`src/rtl/kbd_pkg.sv`:
```
// Shared types and scan-code constants for the PS/2 keyboard sequence controller.
package kbd_pkg;

  localparam logic [7:0] SC_BREAK = 8'hF0;
  localparam logic [7:0] SC_EXT   = 8'hE0;

  typedef enum logic [1:0] {
    IDLE    = 2'd0,
    EXT     = 2'd1,
    BRK     = 2'd2,
    EXT_BRK = 2'd3
  } kbd_state_e;

  typedef struct packed {
    logic [7:0] code;
    logic       ext;
    logic       make;
  } kbd_event_t;

endpackage

```
`src/rtl/kbd_seq_timer.sv`:
```
// Idle-cycle watchdog for partial multi-byte sequences; expired_c fires on the
// idle cycle that would bring the count to TIMEOUT_CYCLES.
module kbd_seq_timer #(
  parameter int unsigned TIMEOUT_CYCLES = 1000000
) (
  input  logic clk,
  input  logic resetn,
  input  logic run,
  input  logic restart,
  output logic expired_c
);

  localparam int unsigned TW = $clog2(TIMEOUT_CYCLES + 1);

  logic [TW-1:0] cnt_q;

  // An accepted byte in the expiry cycle wins over the timeout.
  assign expired_c = run && !restart && (cnt_q == TW'(TIMEOUT_CYCLES - 1));

  always_ff @(posedge clk or negedge resetn) begin
    if (!resetn) begin
      cnt_q <= '0;
    end else if (!run || restart || expired_c) begin
      cnt_q <= '0;
    end else begin
      cnt_q <= cnt_q + TW'(1);
    end
  end

endmodule

```
`src/rtl/kbd_seq_ctrl.sv`:
```
// PS/2 scan-code sequence decoder: turns E0/F0-prefixed byte streams into key
// events and tracks the held key. Define KBD_SEQ_REPEAT_FILTER_EN to drop typematic repeats.
module kbd_seq_ctrl
  import kbd_pkg::*;
#(
  parameter int unsigned TIMEOUT_CYCLES = 1000000,
  parameter int unsigned CNT_W          = 8
) (
  input  logic             clk,
  input  logic             resetn,
  input  logic             in_valid,
  input  logic [7:0]       in_data,
  output logic             in_ready,
  output logic             ev_valid,
  input  logic             ev_ready,
  output logic [7:0]       ev_code,
  output logic             ev_ext,
  output logic             ev_make,
  output logic             disp_en,
  output logic [7:0]       disp_code,
  output logic [CNT_W-1:0] press_cnt,
  output logic             proto_err
);

  kbd_state_e state_q, state_d;
  kbd_event_t ev_q, ev_d;
  logic       accept, gen, emit, fault, match, expired_c;
  logic [7:0] held_code;
  logic       held_ext;

  assign in_ready  = !ev_valid || ev_ready;
  assign accept    = in_valid && in_ready;
  assign ev_code   = ev_q.code;
  assign ev_ext    = ev_q.ext;
  assign ev_make   = ev_q.make;

  kbd_seq_timer #(
    .TIMEOUT_CYCLES(TIMEOUT_CYCLES)
  ) u_timer (
    .clk      (clk),
    .resetn   (resetn),
    .run      (state_q != IDLE),
    .restart  (accept),
    .expired_c(expired_c)
  );

  always_ff @(posedge clk or negedge resetn) begin
    if (!resetn) begin
      state_q <= IDLE;
    end else begin
      state_q <= state_d;
    end
  end

  // Next-state decode, event build and fault detection.
  always_comb begin
    state_d     = state_q;
    gen         = 1'b0;
    fault       = 1'b0;
    ev_d.code   = in_data;
    ev_d.ext    = 1'b0;
    ev_d.make   = 1'b1;
    if (accept) begin
      case (state_q)
        IDLE: begin
          if (in_data == SC_BREAK)   state_d = BRK;
          else if (in_data == SC_EXT) state_d = EXT;
          else                        gen = 1'b1;
        end
        EXT: begin
          if (in_data == SC_BREAK) begin
            state_d = EXT_BRK;
          end else if (in_data != SC_EXT) begin
            gen      = 1'b1;
            ev_d.ext = 1'b1;
            state_d  = IDLE;
          end
        end
        BRK, EXT_BRK: begin
          state_d = IDLE;
          if (in_data == SC_BREAK || in_data == SC_EXT) begin
            fault = 1'b1;
          end else begin
            gen       = 1'b1;
            ev_d.ext  = (state_q == EXT_BRK);
            ev_d.make = 1'b0;
          end
        end
        default: state_d = IDLE;
      endcase
    end else if (expired_c) begin
      state_d = IDLE;
      fault   = 1'b1;
    end
    match = (ev_d.code == held_code) && (ev_d.ext == held_ext);
`ifdef KBD_SEQ_REPEAT_FILTER_EN
    emit = gen && !(ev_d.make && disp_en && match);
`else
    emit = gen;
`endif
  end

  // Event output register, held-key tracking and press counter.
  always_ff @(posedge clk or negedge resetn) begin
    if (!resetn) begin
      ev_q      <= '0;
      ev_valid  <= 1'b0;
      disp_en   <= 1'b0;
      disp_code <= 8'h00;
      held_code <= 8'h00;
      held_ext  <= 1'b0;
      press_cnt <= '0;
      proto_err <= 1'b0;
    end else begin
      proto_err <= fault;
      if (emit) begin
        ev_q     <= ev_d;
        ev_valid <= 1'b1;
      end else if (ev_ready) begin
        ev_valid <= 1'b0;
      end
      if (emit && ev_d.make) begin
        held_code <= ev_d.code;
        held_ext  <= ev_d.ext;
        disp_en   <= 1'b1;
        disp_code <= ev_d.code;
        press_cnt <= press_cnt + CNT_W'(1);
      end else if (emit && match) begin
        disp_en <= 1'b0;
      end
    end
  end

endmodule

```
`config.mk`:
```
export PLATFORM = sky130hd
export DESIGN_NAME = kbd_seq_ctrl
export DESIGN_NICKNAME = d
export VERILOG_FILES = /design/src/rtl/kbd_pkg.sv /design/src/rtl/kbd_seq_timer.sv /design/src/rtl/kbd_seq_ctrl.sv
export SDC_FILE = /design/constraint.sdc
export NUM_CORES = 1
export LEC_CHECK = 0
export ABC_AREA = 1
export CORE_MARGIN = 2
export CORE_UTILIZATION = 59
export DETAILED_ROUTE_END_ITERATION = 10
export HOLD_SLACK_MARGIN = 0.06
export MAX_ROUTING_LAYER = met4
export PLACE_DENSITY = 0.83
export SLEW_MARGIN = 25
export SYNTH_ARGS = -nofsm -noshare
export SYNTH_HDL_FRONTEND = slang
export SYNTH_HIERARCHICAL = 1
export SYNTH_SLANG_ARGS = --single-unit
```
`constraint.sdc`:
```
create_clock -name clk -period 4.6 [get_ports clk]
set_clock_uncertainty 0.2 [all_clocks]
set_input_delay 0.92 -clock clk [delete_from_list [all_inputs] [get_ports clk]]
set_output_delay 0.92 -clock clk [all_outputs]
set_load 0.03 [all_outputs]
```
* Yosys cells after proc, flatten, opt, wreduce, memory -nomap -nowiden
Index checks and enable logic that the tools add are counted.
Word-level totals: bits in registers 52, input bits 12, output and inout port bits 30, logic and storage cells 71
Operators by class: $add $sub $neg 2, eq/ne operators 11, mux-type cells 27, reductions and logical operators 20
Operator list (count):
- adder 20 x 1 -> 20 bit (second input constant) | 1
- equality test 20 bit (second input constant) | 1
- 2-to-1 mux 20 bit | 1
- equality test 8 bit (second input constant) | 2
- 2-to-1 mux 2 bit | 8
- 2-to-1 mux 1 bit | 15
- adder 8 x 1 -> 8 bit (second input constant) | 1
- equality test 8 bit | 1
- != test 4 bit (second input constant) | 2
- != test 8 bit (second input constant) | 1
- nonzero test 2 bit | 4
- logical AND 1 bit | 6
- one-hot mux 2 bit (3 select lines) | 1
- equality test 2 bit (second input constant) | 2
- logical OR 1 bit | 4
- zero test 1 bit | 3
- one-hot mux 1 bit (3 select lines) | 1
- AND reduction 3 bit | 1
- equality test 2 x 1 -> 1 bit (second input constant) | 1
- zero test 2 bit | 1
- one-hot mux 1 bit (2 select lines) | 1
- OR reduction 2 bit | 1
- equality test 1 bit | 1

* Longest topological paths before layout
depth in word-level cells 10, depth in mapped cells 11, gate-level depth less buffers 11

* Modules after synthesis
The synthesis kept the hierarchy.
By module, submodules not included:
- kbd_seq_ctrl | times used 1, cells an instance 204, area each 1691.6 um^2
- kbd_seq_timer | times used 1, cells an instance 160, area each 1209.9 um^2

* Worst setup path after synthesis
Ideal clock, no wire load.
path kind in2out, start point input port ev_ready, end point output port in_ready, arrival 1.104 ns, data required time 3.480 ns, slack 2.376 ns, stages on the path 2, path through inv_1 -> nand2_2
Between the ends: word-level cells in the longest chain between the ends 1
Ends and longest elaborated chain:
- start: declaration | RTL line kbd_seq_ctrl.sv:15 | input logic ev_ready,
- logical OR 1 bit | RTL line kbd_seq_ctrl.sv:31 | assign in_ready = !ev_valid || ev_ready;
- end: declaration | RTL line kbd_seq_ctrl.sv:13 | output logic in_ready,
Every way passes these cells.

* Worst setup path in the final report
Ends and elaborated chain as after synthesis.

==> qor.yml <==
syn_inst: 364
top_layer: "met4"
rows: 25
clk_root_buffer_cell: "clkbuf_8"
critPathMostFrequentCell: "clkdlybuf4s50_1"
p_leak_nw: 1.55
synth_warnings: 6
endpoint_kind: "output port"
fillCellCount: 380
tritoncts: "done"
met3WireLength_um: 307
vias_per_cell: 5.06
die_h_um: 74.1
ys_top_cells_by_count: "nand2_1 (104), dfrtp_1 (52), nor2_1 (52)"
critPathArrivalTime_ns: 2.16
synth-seq-area-share: 0.448
cp_slowest_cell: "clkdlybuf4s50_1"
drt-wirelength-per-cell_um: 12.1
required_ns: 3.48
dp_hpwl_um: 4080
power.share.clock: 0.244
cts-buffers-inserted: 5
place_congestion: 0.923
p_int_w: 0.000845
cts_resized: 0
timing.slew.headroom: 0.566
met2_length_um: 2640
power_frac_seq: 0.437
r2r-start: "u_timer/cnt_q[0]"
wirelength_um: 5780
ys_ff_latch: 52
insertedDiodeCount: 0
hold_class: "register to register"
port_buffers: 41
worstSetupStartpoint: "ev_ready"
syn-cell-area_um2: 2900
drcViolationCount: 0
holdPathStages: 2
cts_max_level: 2
p_per_area_nw_per_um2: 380
crit_path_cell_trace: "clkdlybuf4s50_1, inv_1, nand2_2, clkdlybuf4s50_1"
pwr-share-comb: 0.319
crit_end: "in_ready"
rsz0062_at_grt: "no"
r2r_slack_ns: 2.65
postCtsSetupBuffers: 0
start_util: 0.614
grt_pass1_wl_um: 9600
path_depth: 4
layout.nets: 422
power.switching_w: 0.000465
hold_violations: 0
die_area_um2: 5490
clk_latency_ns: 0.31
cp-start-kind: "input port"
setup_viol: 0
first_global_vias: 2138
hold_buffers: 0
synthFlopType: "dfrtp_1"
maxCapViolations: 0
worst_pin_slew_ns: 0.651
io_pins: 42
rr_worst_depth: 9
period_share: 0.714
netlist-cell-type-count: 30
seq_area_um2: 1300
slowest_delay_ns: 0.67
whs_ns: 0.288
rr_endpoint: "state_q[0]"
synth_top_area_frac: 0.448
area_delta_synth_final_pct: 18.9
dr_total_vias: 2408
slew_violations: 0
clock_path_buffers: 2
peakVddDrop_v: 0.000356
syn-num-nets: 378
synth_edf_count: 0
ant_nets: 0
core_um2: 4720
drive_above_1_share: 0.144
period_minus_slack_ns: 3.28
fin_tns_setup_ns: 0
async_flop_share: 1.00
synth_area_leaders: "dfrtp_1 (45%), nand2_1 (13%), nor2_1 (6.7%), inv_1 (4.8%), xor2_1 (3.9%)"
synth_largest_area_cell: "dfrtp_1"
die_w_um: 74.1
switching_share: 0.355
path_buf_inv: 3
syn_avg_cell_area_um2: 7.97
cp_max_fo: 3
antenna_found_initial: 0
clock_sinks: 52
yosysMostFrequentCell: "nand2_1"
grt-ovfl-total: 0
run_status: "finished clean"
grt_start_max_net_pins: 53
crit_type: "input port to output port"
drt_iter0_drc: 140
clock.fmax_mhz: 304
cts.clk_slew.worst_paths_ns: 0.10
grtUsageTotal: 0.233
wl_met1_um: 2740
crit_family: "buffers and inverters"
multi_input_area_um2: 1390
first_pass_iters: 4
[per-layer routing]
layer / up-vias / global-route usage
li1: 1220 / -
met1: 1118 / 0.314
met2: 60 / 0.344
met3: 10 / 0.0488
met4: 0 / 0.0929
met5: - / -
[power by group through the flow]
stage / clock, W / sequential (W) / combinational [W]
after floorplan: 0 / 0.000678 / 0.000169
final: 0.000320 / 0.000572 / 0.000418
after detailed placement: 0 / 0.000580 / 0.000421
after global placement: 0 / 0.000580 / 0.000412
after global routing: 0.000338 / 0.000581 / 0.000456
after CTS: 0.000324 / 0.000573 / 0.000423
[cells by family after synthesis]
family / share of synthesized area
adders and majority gates: 0.00862
and+or+nand+nor: 0.352
buffers and inverters: 0.0733
DFF: 0.448
AOI/OAI and AO/OA: 0.0599
xor gates and xnor gates: 0.0574
[area by class of cell]
cell class,instances,share of cell area
multi-input combinational,266,0.402
clock buffer,6,0.0210
sequential,52,0.377
timing repair buffer,42,0.120
tap,67,0.0243
inverter,41,0.0446
clock inverter,2,0.0112
[worst register-to-register path, delay by kind of cell, from the launching register on]
family | cells | cell delay, ns
flip-flops | 1 | 0.44
adder cells (fa/ha/maj) | 1 | 0.28
AND/OR/NAND/NOR | 8 | 0.92
[layout by cell type, fill, tap and decap left out, types with 2 or more instances in the layout]
| master | synthesis | layout |
|---|---|---|
| nand3_1 | 13 | 13 |
| nand2_2 | 13 | 13 |
| dfrtp_1 | 52 | 52 |
| xnor2_1 | 6 | 6 |
| o21ai_1 | 2 | 2 |
| clkbuf_8 | 0 | 5 |
| nand3_2 | 2 | 2 |
| nand2_1 | 104 | 104 |
| nor3_1 | 3 | 3 |
| ha_1 | 2 | 2 |
| inv_1 | 37 | 37 |
| inv_2 | 4 | 4 |
| xor2_1 | 13 | 13 |
| nor2_4 | 5 | 5 |
| clkdlybuf4s50_1 | 0 | 40 |
| nand4_1 | 7 | 7 |
| o21ai_2 | 9 | 9 |
| nor2_2 | 12 | 12 |
| o21ai_0 | 13 | 13 |
| nand2_4 | 2 | 2 |
| nor2_1 | 52 | 52 |
[through the flow]
| stage | util | total power, W | std cells | instance area, µm² | setup WS [ns] |
|---|---|---|---|---|---|
| global route | 0.731 | 0.00137 | 476 | 3450 | 1.27 |
| global placement | 0.707 | 0.000992 | 468 | 3340 | 1.33 |
| finish | 0.731 | 0.00131 | 476 | 3450 | 1.32 |
| detailed placement | 0.707 | 0.00100 | 468 | 3340 | 1.32 |
| CTS | 0.731 | 0.00132 | 476 | 3450 | 1.31 |
| floorplan | - | 0.000847 | 364 | 2900 | 2.38 |
[state kept, by name, indices dropped and copies added, names as in the netlist, 2 cells and up]
register	count
u_timer/cnt_q	20
ev_code	8
press_cnt	8
state_q	2
held_code	8
[how the worst min path moves through the flow]
stage / from / endpoint / slack, ns
6_report: disp_en / disp_en / 0.29
5_1_grt: ev_ext / ev_ext / 0.31
4_1_cts: ev_code[1] / ev_code[1] / 0.29
3_5_place_dp: disp_en / disp_en / 0.27
3_3_place_gp: disp_en / disp_en / 0.26
2_1_floorplan: u_timer/cnt_q[0] / u_timer/cnt_q[0] / 0.27
(Power assumes the default switching activity.)
